--- config.mk ---
export PLATFORM = sky130hd
export DESIGN_NAME = pmem_arbiter
export DESIGN_NICKNAME = d
export VERILOG_FILES = /design/src/rtl/pmem_arbiter.sv
export SDC_FILE = /design/constraint.sdc
export NUM_CORES = 1
export LEC_CHECK = 0
export ABC_AREA = 1
export CAP_MARGIN = 30
export CORE_AREA = 2 2 275 277
export DETAILED_ROUTE_END_ITERATION = 6
export DIE_AREA = 0 0 277 279
export PLACE_DENSITY = 0.45
export SLEW_MARGIN = 15
export SYNTH_ARGS = -nofsm -noshare
export SYNTH_HDL_FRONTEND = slang
export SYNTH_SLANG_ARGS = --single-unit
--- constraint.sdc ---
create_clock -name clk -period 10.1 [get_ports clk]
set_clock_uncertainty 0.05 [all_clocks]
set_input_delay 1.515 -clock clk [delete_from_list [all_inputs] [get_ports clk]]
set_output_delay 1.515 -clock clk [all_outputs]
set_load 0.005 [all_outputs]
--- src/rtl/pmem_arbiter.sv ---
// N-channel arbiter that serialises cache line requests onto one pmem port.
// Define PMEM_ARB_RR_EN for round-robin; the default is fixed priority, where the lowest index wins.
module pmem_arbiter #(
  parameter int NUM_CH = 2,
  parameter int ADDR_W = 16,
  parameter int LINE_W = 128
) (
  input  logic                     clk,
  input  logic                     rst,
  input  logic [NUM_CH-1:0]        ch_read,
  input  logic [NUM_CH-1:0]        ch_write,
  input  logic [NUM_CH*ADDR_W-1:0] ch_address,
  input  logic [NUM_CH*LINE_W-1:0] ch_wdata,
  output logic [NUM_CH-1:0]        ch_resp,
  output logic [LINE_W-1:0]        ch_rdata,
  output logic                     pmem_read,
  output logic                     pmem_write,
  output logic [ADDR_W-1:0]        pmem_address,
  output logic [LINE_W-1:0]        pmem_wdata,
  input  logic                     pmem_resp,
  input  logic [LINE_W-1:0]        pmem_rdata
);
  localparam int IDX_W = (NUM_CH > 1) ? $clog2(NUM_CH) : 1;

  typedef enum logic [1:0] {S_IDLE, S_BUSY, S_RESP} state_t;

  state_t              r_state;
  logic [IDX_W-1:0]    r_grant;
  logic [NUM_CH-1:0]   r_ch_resp;
  logic [LINE_W-1:0]   r_ch_rdata;
  logic                r_pmem_read;
  logic                r_pmem_write;
  logic [ADDR_W-1:0]   r_pmem_address;
  logic [LINE_W-1:0]   r_pmem_wdata;

  logic [NUM_CH-1:0]   w_req;
  logic [NUM_CH-1:0]   w_grant_oh;
  logic [IDX_W-1:0]    w_win;
  logic                w_found;

  assign w_req = ch_read | ch_write;

  for (genvar gi = 0; gi < NUM_CH; gi++) begin : g_grant_oh
    assign w_grant_oh[gi] = (r_grant == IDX_W'(gi));
  end

`ifdef PMEM_ARB_RR_EN
  logic [IDX_W-1:0] r_rr_ptr;
  logic [IDX_W:0]   w_cand;
  logic [IDX_W-1:0] w_next_ptr;

  // Search starts at the pointer and wraps at NUM_CH, not at the next power of two.
  always_comb begin
    w_win   = '0;
    w_found = 1'b0;
    w_cand  = '0;
    for (int k = 0; k < NUM_CH; k++) begin
      w_cand = {1'b0, r_rr_ptr} + (IDX_W+1)'(k);
      if (w_cand >= (IDX_W+1)'(NUM_CH))
        w_cand = w_cand - (IDX_W+1)'(NUM_CH);
      if (!w_found && w_req[w_cand[IDX_W-1:0]]) begin
        w_found = 1'b1;
        w_win   = w_cand[IDX_W-1:0];
      end
    end
  end

  assign w_next_ptr = (w_win == IDX_W'(NUM_CH-1)) ? '0 : w_win + IDX_W'(1);
`else
  always_comb begin
    w_win   = '0;
    w_found = 1'b0;
    for (int k = 0; k < NUM_CH; k++) begin
      if (!w_found && w_req[k]) begin
        w_found = 1'b1;
        w_win   = IDX_W'(k);
      end
    end
  end
`endif

  always_ff @(posedge clk or posedge rst) begin
    if (rst) begin
      r_state        <= S_IDLE;
      r_grant        <= '0;
      r_ch_resp      <= '0;
      r_ch_rdata     <= '0;
      r_pmem_read    <= 1'b0;
      r_pmem_write   <= 1'b0;
      r_pmem_address <= '0;
      r_pmem_wdata   <= '0;
`ifdef PMEM_ARB_RR_EN
      r_rr_ptr       <= '0;
`endif
    end else begin
      case (r_state)
        S_IDLE: begin
          if (w_found) begin
            // A write takes precedence when a channel raises read and write together.
            r_grant        <= w_win;
            r_pmem_write   <= ch_write[w_win];
            r_pmem_read    <= ~ch_write[w_win];
            r_pmem_address <= ch_address[w_win*ADDR_W +: ADDR_W];
            r_pmem_wdata   <= ch_wdata[w_win*LINE_W +: LINE_W];
            r_state        <= S_BUSY;
`ifdef PMEM_ARB_RR_EN
            r_rr_ptr       <= w_next_ptr;
`endif
          end
        end
        S_BUSY: begin
          if (pmem_resp) begin
            r_ch_rdata   <= pmem_rdata;
            r_pmem_read  <= 1'b0;
            r_pmem_write <= 1'b0;
            r_ch_resp    <= w_grant_oh;
            r_state      <= S_RESP;
          end
        end
        S_RESP: begin
          r_ch_resp <= '0;
          r_state   <= S_IDLE;
        end
        default: r_state <= S_IDLE;
      endcase
    end
  end

  assign ch_resp      = r_ch_resp;
  assign ch_rdata     = r_ch_rdata;
  assign pmem_read    = r_pmem_read;
  assign pmem_write   = r_pmem_write;
  assign pmem_address = r_pmem_address;
  assign pmem_wdata   = r_pmem_wdata;
endmodule
# == After elaboration in Yosys (flattened, before gate mapping) ==
# Index checks and enable logic that the tools add are counted.
# word_totals
ff_bits,279
in_bits,423
elab_cells,43
# op_classes
reduce_logical,10
shift,2
magnitude_cmp,1
bitwise,3
eq_ne,4
mux,15
# op_table
operator,n
256-bit by 9-bit variable part select with 128-bit output,1
32-bit by 6-bit variable part select with 16-bit output,1
1-bit 2-to-1 mux,8
2-bit case mux with 2 select lines,2
2-bit AND reduction,4
2-bit 2-to-1 mux,3
2-bit inequality test (second input constant),2
1-bit case mux with 2 select lines,2
2-bit nonzero test,2
3-bit AND reduction,1
2-bit by 1-bit equality test with 1-bit output (second input constant),1
2-bit equality test (second input constant),1
2-bit logical NOT,1
1-bit by 2-bit less-than comparator with 1-bit output (second input constant),1
1-bit inverter,2
2-bit bitwise OR,1
1-bit logical AND,1
1-bit logical NOT,1

# == Longest topological paths before layout ==
# logic_depth
word_depth,10
depth_mapped,9

# == Least setup slack after synthesis ==
# No wires, ideal clock.
# synth_timing
path_kind,input port to flip-flop
startpoint,input ch_write[0]
endpoint,register r_pmem_address[0] (netlist: pmem_address[0])
path_stages,8
arrival_ns,2.309
path_slack_ns,7.624
t_required_ns,9.933
path_cell_list,nor2_1 nand2_1 nand2_1 inv_2 buf_6 buf_2 nand2_1 nand2_1
# synth_between
elab_chain_len,6
# synth_lines
element,line_no,text
start: declaration,11,"input logic [NUM_CH-1:0] ch_write,"
2-bit bitwise OR *,41,assign w_req = ch_read | ch_write;
1-bit 2-to-1 mux *,74,if (!w_found && w_req[k]) begin
1-bit logical NOT,74,
1-bit logical AND,74,
1-bit 2-to-1 mux,74,
32-bit by 6-bit variable part select with 16-bit output or 2-bit AND reduction (tied branches),n/a,
end signal: assignment,103,r_pmem_address <= ch_address[w_win*ADDR_W +: ADDR_W];
end: declaration,33,logic [ADDR_W-1:0] r_pmem_address;
# Every way passes the cells marked *; elsewhere a longest branch is shown, timed or not.
# A chain may end at the register's enable or synchronous reset.

# == Worst setup path in the final report ==
# layout_timing
startpoint,input ch_write[1]
endpoint,register r_pmem_wdata[105] (netlist: pmem_wdata[105])
# layout_between
elab_chain_len,4
# layout_lines
element,line_no,text
2-bit bitwise OR *,41,
1-bit logical AND *,74,
1-bit 2-to-1 mux,74,
256-bit by 9-bit variable part select with 128-bit output or 2-bit AND reduction (tied branches),n/a,
end signal: assignment,104,r_pmem_wdata <= ch_wdata[w_win*LINE_W +: LINE_W];
end: declaration,34,logic [LINE_W-1:0] r_pmem_wdata;
# Marks and branches as above.

==> run_results.csv <==
group,metric,value,unit
cts,cts_root_buf,"clkbuf_16",
sta,finalHoldViolations,0,
cts,clockBufferDepth,3,
finish,final_cell_count_no_fill,3313,
synthesis,avgSynthCellArea,7.55,sq um
synthesis,yosysTopAreaCell,"dfrtp_1",
critical_path,reg2reg_slack,7.42,ns
die,pin_count,699,
synthesis,synth_edf_count,0,
critical_path,critical-path-top-delay-family,"simple AND/OR/NAND/NOR gates",
cts,htreeDepth,2,
cts,insertion_delay,0.53,ns
critical_path,crit_slowest_cell,"nand2_4",
cts,hold_buffers,0,
cts,post_cts_buffers,0,
synthesis,postSynthCellCount,1665,
die,fp.dieArea,0.0773,sq mm
synthesis,synth.ff_latch_count,279,
critical_path,startpoint_type,"primary input",
synthesis,async_flop_share,100,%
synthesis,synth_area,0.0126,sq mm
finish,final_cell_mix,"1112 x nand2_1, 698 x clkdlybuf4s50_1, 279 x dfrtp_1, 147 x nand3_1, 39 x clkbuf_16",
critical_path,worstPathArrival,4.41,ns
sta,rsz0062_at_grt,"no",
placed_design,io_buffers,698,
sta,finalSetupViolCount,0,
synthesis,synth_cell_types,18,
sta,fin_crit_sh,39.5,%
outcome,status,"completed",
cts,tritoncts,"done",
global_routing,grt_pass1_vias,13200,
global_routing,grt_usage,14.0,%
die,die_x,277,microns
finish,fin_nets,2737,
drt,finalWirelength,56.5,mm
critical_path,crit_chain,"clkdlybuf4s50_1 > inv_1 > nand2_4 > nand2_4 > buf_4 > buf_16 > nand2_1 > nand2_1 > nand2_1 > nand2_1",
placed_design,gp_congestion,0.811,
placed_design,dp_cells,3237,
synthesis,seq_area_frac_synth,55.5,%
cts,clock-sinks,279,
finish,seq_area,0.00698,sq mm
cts,cts_made_buffers,38,
synthesis,synth_nets,2088,
flow_run,maxCapViolCount,0,
drt,drt-pass1-iter-count,7,
global_routing,grt_pass1_wl,83.7,mm
placed_design,placed_area,0.0203,sq mm
sta,relSlewSlack,36.1,%
finish,nFillCells,7913,
global_routing,grt_start_max_net_pins,139,
die,start_util,17.0,%
power_and_ir_drop,p_leak,10.5,nW
power_and_ir_drop,p_per_area,269,mW/mm^2
synthesis,netlist.area_leader.share,55.5,%
power_and_ir_drop,vdd_drop_max,0.000123,V
finish,area_growth,72.8,%
hold_path,min_path_type,"reg2reg",
synthesis,synth_flop_cell,"dfrtp_1",
finish,fin_area,0.0217,sq mm
synthesis,synth_area_leaders,"dfrtp_1 56%, nand2_1 33%, nand3_1 5.8%",
critical_path,slowest_delay,0.72,ns
cts,clkSlewWorstSetupHoldPaths,0.06,ns
drt,first_iter_violations,711,
global_routing,antenna_found_initial,4,
critical_path,critPathCaptureType,"flop",
sta,layout_setup_ws,6.11,ns
critical_path,path_buf_inv,4,
die,row_count,100,
drt,ant_nets,0,
cts,post_cts_resized,0,
synthesis,synth_warnings,0,
sta,fmax,251,MHz
sta,worstMarginPinSlew,0.958,ns
drt,num_vias,13000,
finish,multiInputGateArea,0.00501,sq mm
finish,final_common_cell,"nand2_1",
critical_path,critPathKind,"in2reg",
critical_path,cp_max_fo,76,
placed_design,hpwl,40.8,mm
drt,drc,0,
finish,drive_gt1_share,3.46,%
placed_design,pre_cts_slack,4.91,ns
sta,setup_tns,0,ns
sta,finalMaxSlewViolations,0,
die,core,0.0741,sq mm
critical_path,crit_top_cell,"nand2_1",
drt,detail_route.wl_per_cell,17.1,microns
drt,vias_per_cell,3.92,
critical_path,crit_required,10.52,ns
die,die_y,279,microns
sta,period_needed,3.99,ns
global_routing,overflow,0,
power_and_ir_drop,fin_total_pwr,5.84,mW
-- worst reg2reg max path: stages, from the launching register on --
cell     delay (ns)
dfrtp_1        0.40
nor2_1         0.24
nand2_4        0.23
buf_16         0.26
inv_4          0.48
buf_4          0.40
buf_16         0.32
nand2_1        0.18
nand2_1        0.07
-- synth_stat cells (2+ instances only) --
cell and number:
buf_2 60, buf_4 16, buf_6 7, clkbuf_1 21, dfrtp_1 279, inv_1 6
inv_2 2, nand2_1 1114, nand3_1 147, nor2_1 5
-- power by group --
part           switching (mW)  internal [mW]  leakage, nW
combinational            1.18           1.35         6.49
clock                   0.527          0.826        0.602
sequential              0.299           1.66         3.46
total                    2.01           3.83         10.5
-- metrics by stage --
| step | hold WS, ns | util [%] |
|---|---|---|
| 6_report | 0.424 | 29.3 |
| 2_1_floorplan | 0.409 | - |
| 3_5_place_dp | 0.414 | 27.4 |
| 4_1_cts | 0.429 | 29.1 |
| 5_1_grt | 0.439 | 29.3 |
| 3_3_place_gp | 0.412 | 27.4 |
-- kinds of logic after synthesis --
family / share of synthesized area (%)
AND/OR/NAND/NOR: 39.4
AO/OA/AOI/OAI: 0.239
flip-flops: 55.5
buffers and inverters: 4.86
-- metal layers --
metal | vias up | track usage [%] | wire length [microns]
met4 | 2 | 4.14 | 1460
met5 | - | 0 | 13
li1 | 6401 | - | -
met1 | 6047 | 16.6 | 22700
met2 | 465 | 24.6 | 28200
met3 | 73 | 4.14 | 4170
-- cell type report --
cell class              instances  share of cell area, %
flip-flops and latches        279                   32.1
clock buffers                  58                   5.23
inverters                       8                  0.196
clock inverters                 9                  0.489
repair buffers                714                   33.3
multi-input cells            1273                   23.1
diodes                          3                 0.0345
well taps                     969                   5.58
-- sequential cells by signal, indices dropped and copies added (netlist names) --
| name | cells |
|---|---|
| ch_rdata | 128 |
| pmem_read | 1 |
| r_grant | 1 |
| pmem_address | 16 |
| r_state | 2 |
| ch_resp | 2 |
| pmem_write | 1 |
| pmem_wdata | 128 |
-- final timing paths --
check	startpoint	end	depth (start not counted)
max	ch_write[1]	pmem_wdata[105]$_DFFE_PP0P_	10
min	pmem_wdata[67]$_DFFE_PP0P_	pmem_wdata[67]$_DFFE_PP0P_	2
max reg2reg	r_state[1]$_DFFE_PP0P_	pmem_address[9]$_DFFE_PP0P_	8
min reg2reg	pmem_wdata[67]$_DFFE_PP0P_	pmem_wdata[67]$_DFFE_PP0P_	2
max in group asynchronous	rst	pmem_address[15]$_DFFE_PP0P_	3
min in group asynchronous	rst	ch_rdata[123]$_DFFE_PP0P_	2
(Power assumes the default switching activity.)
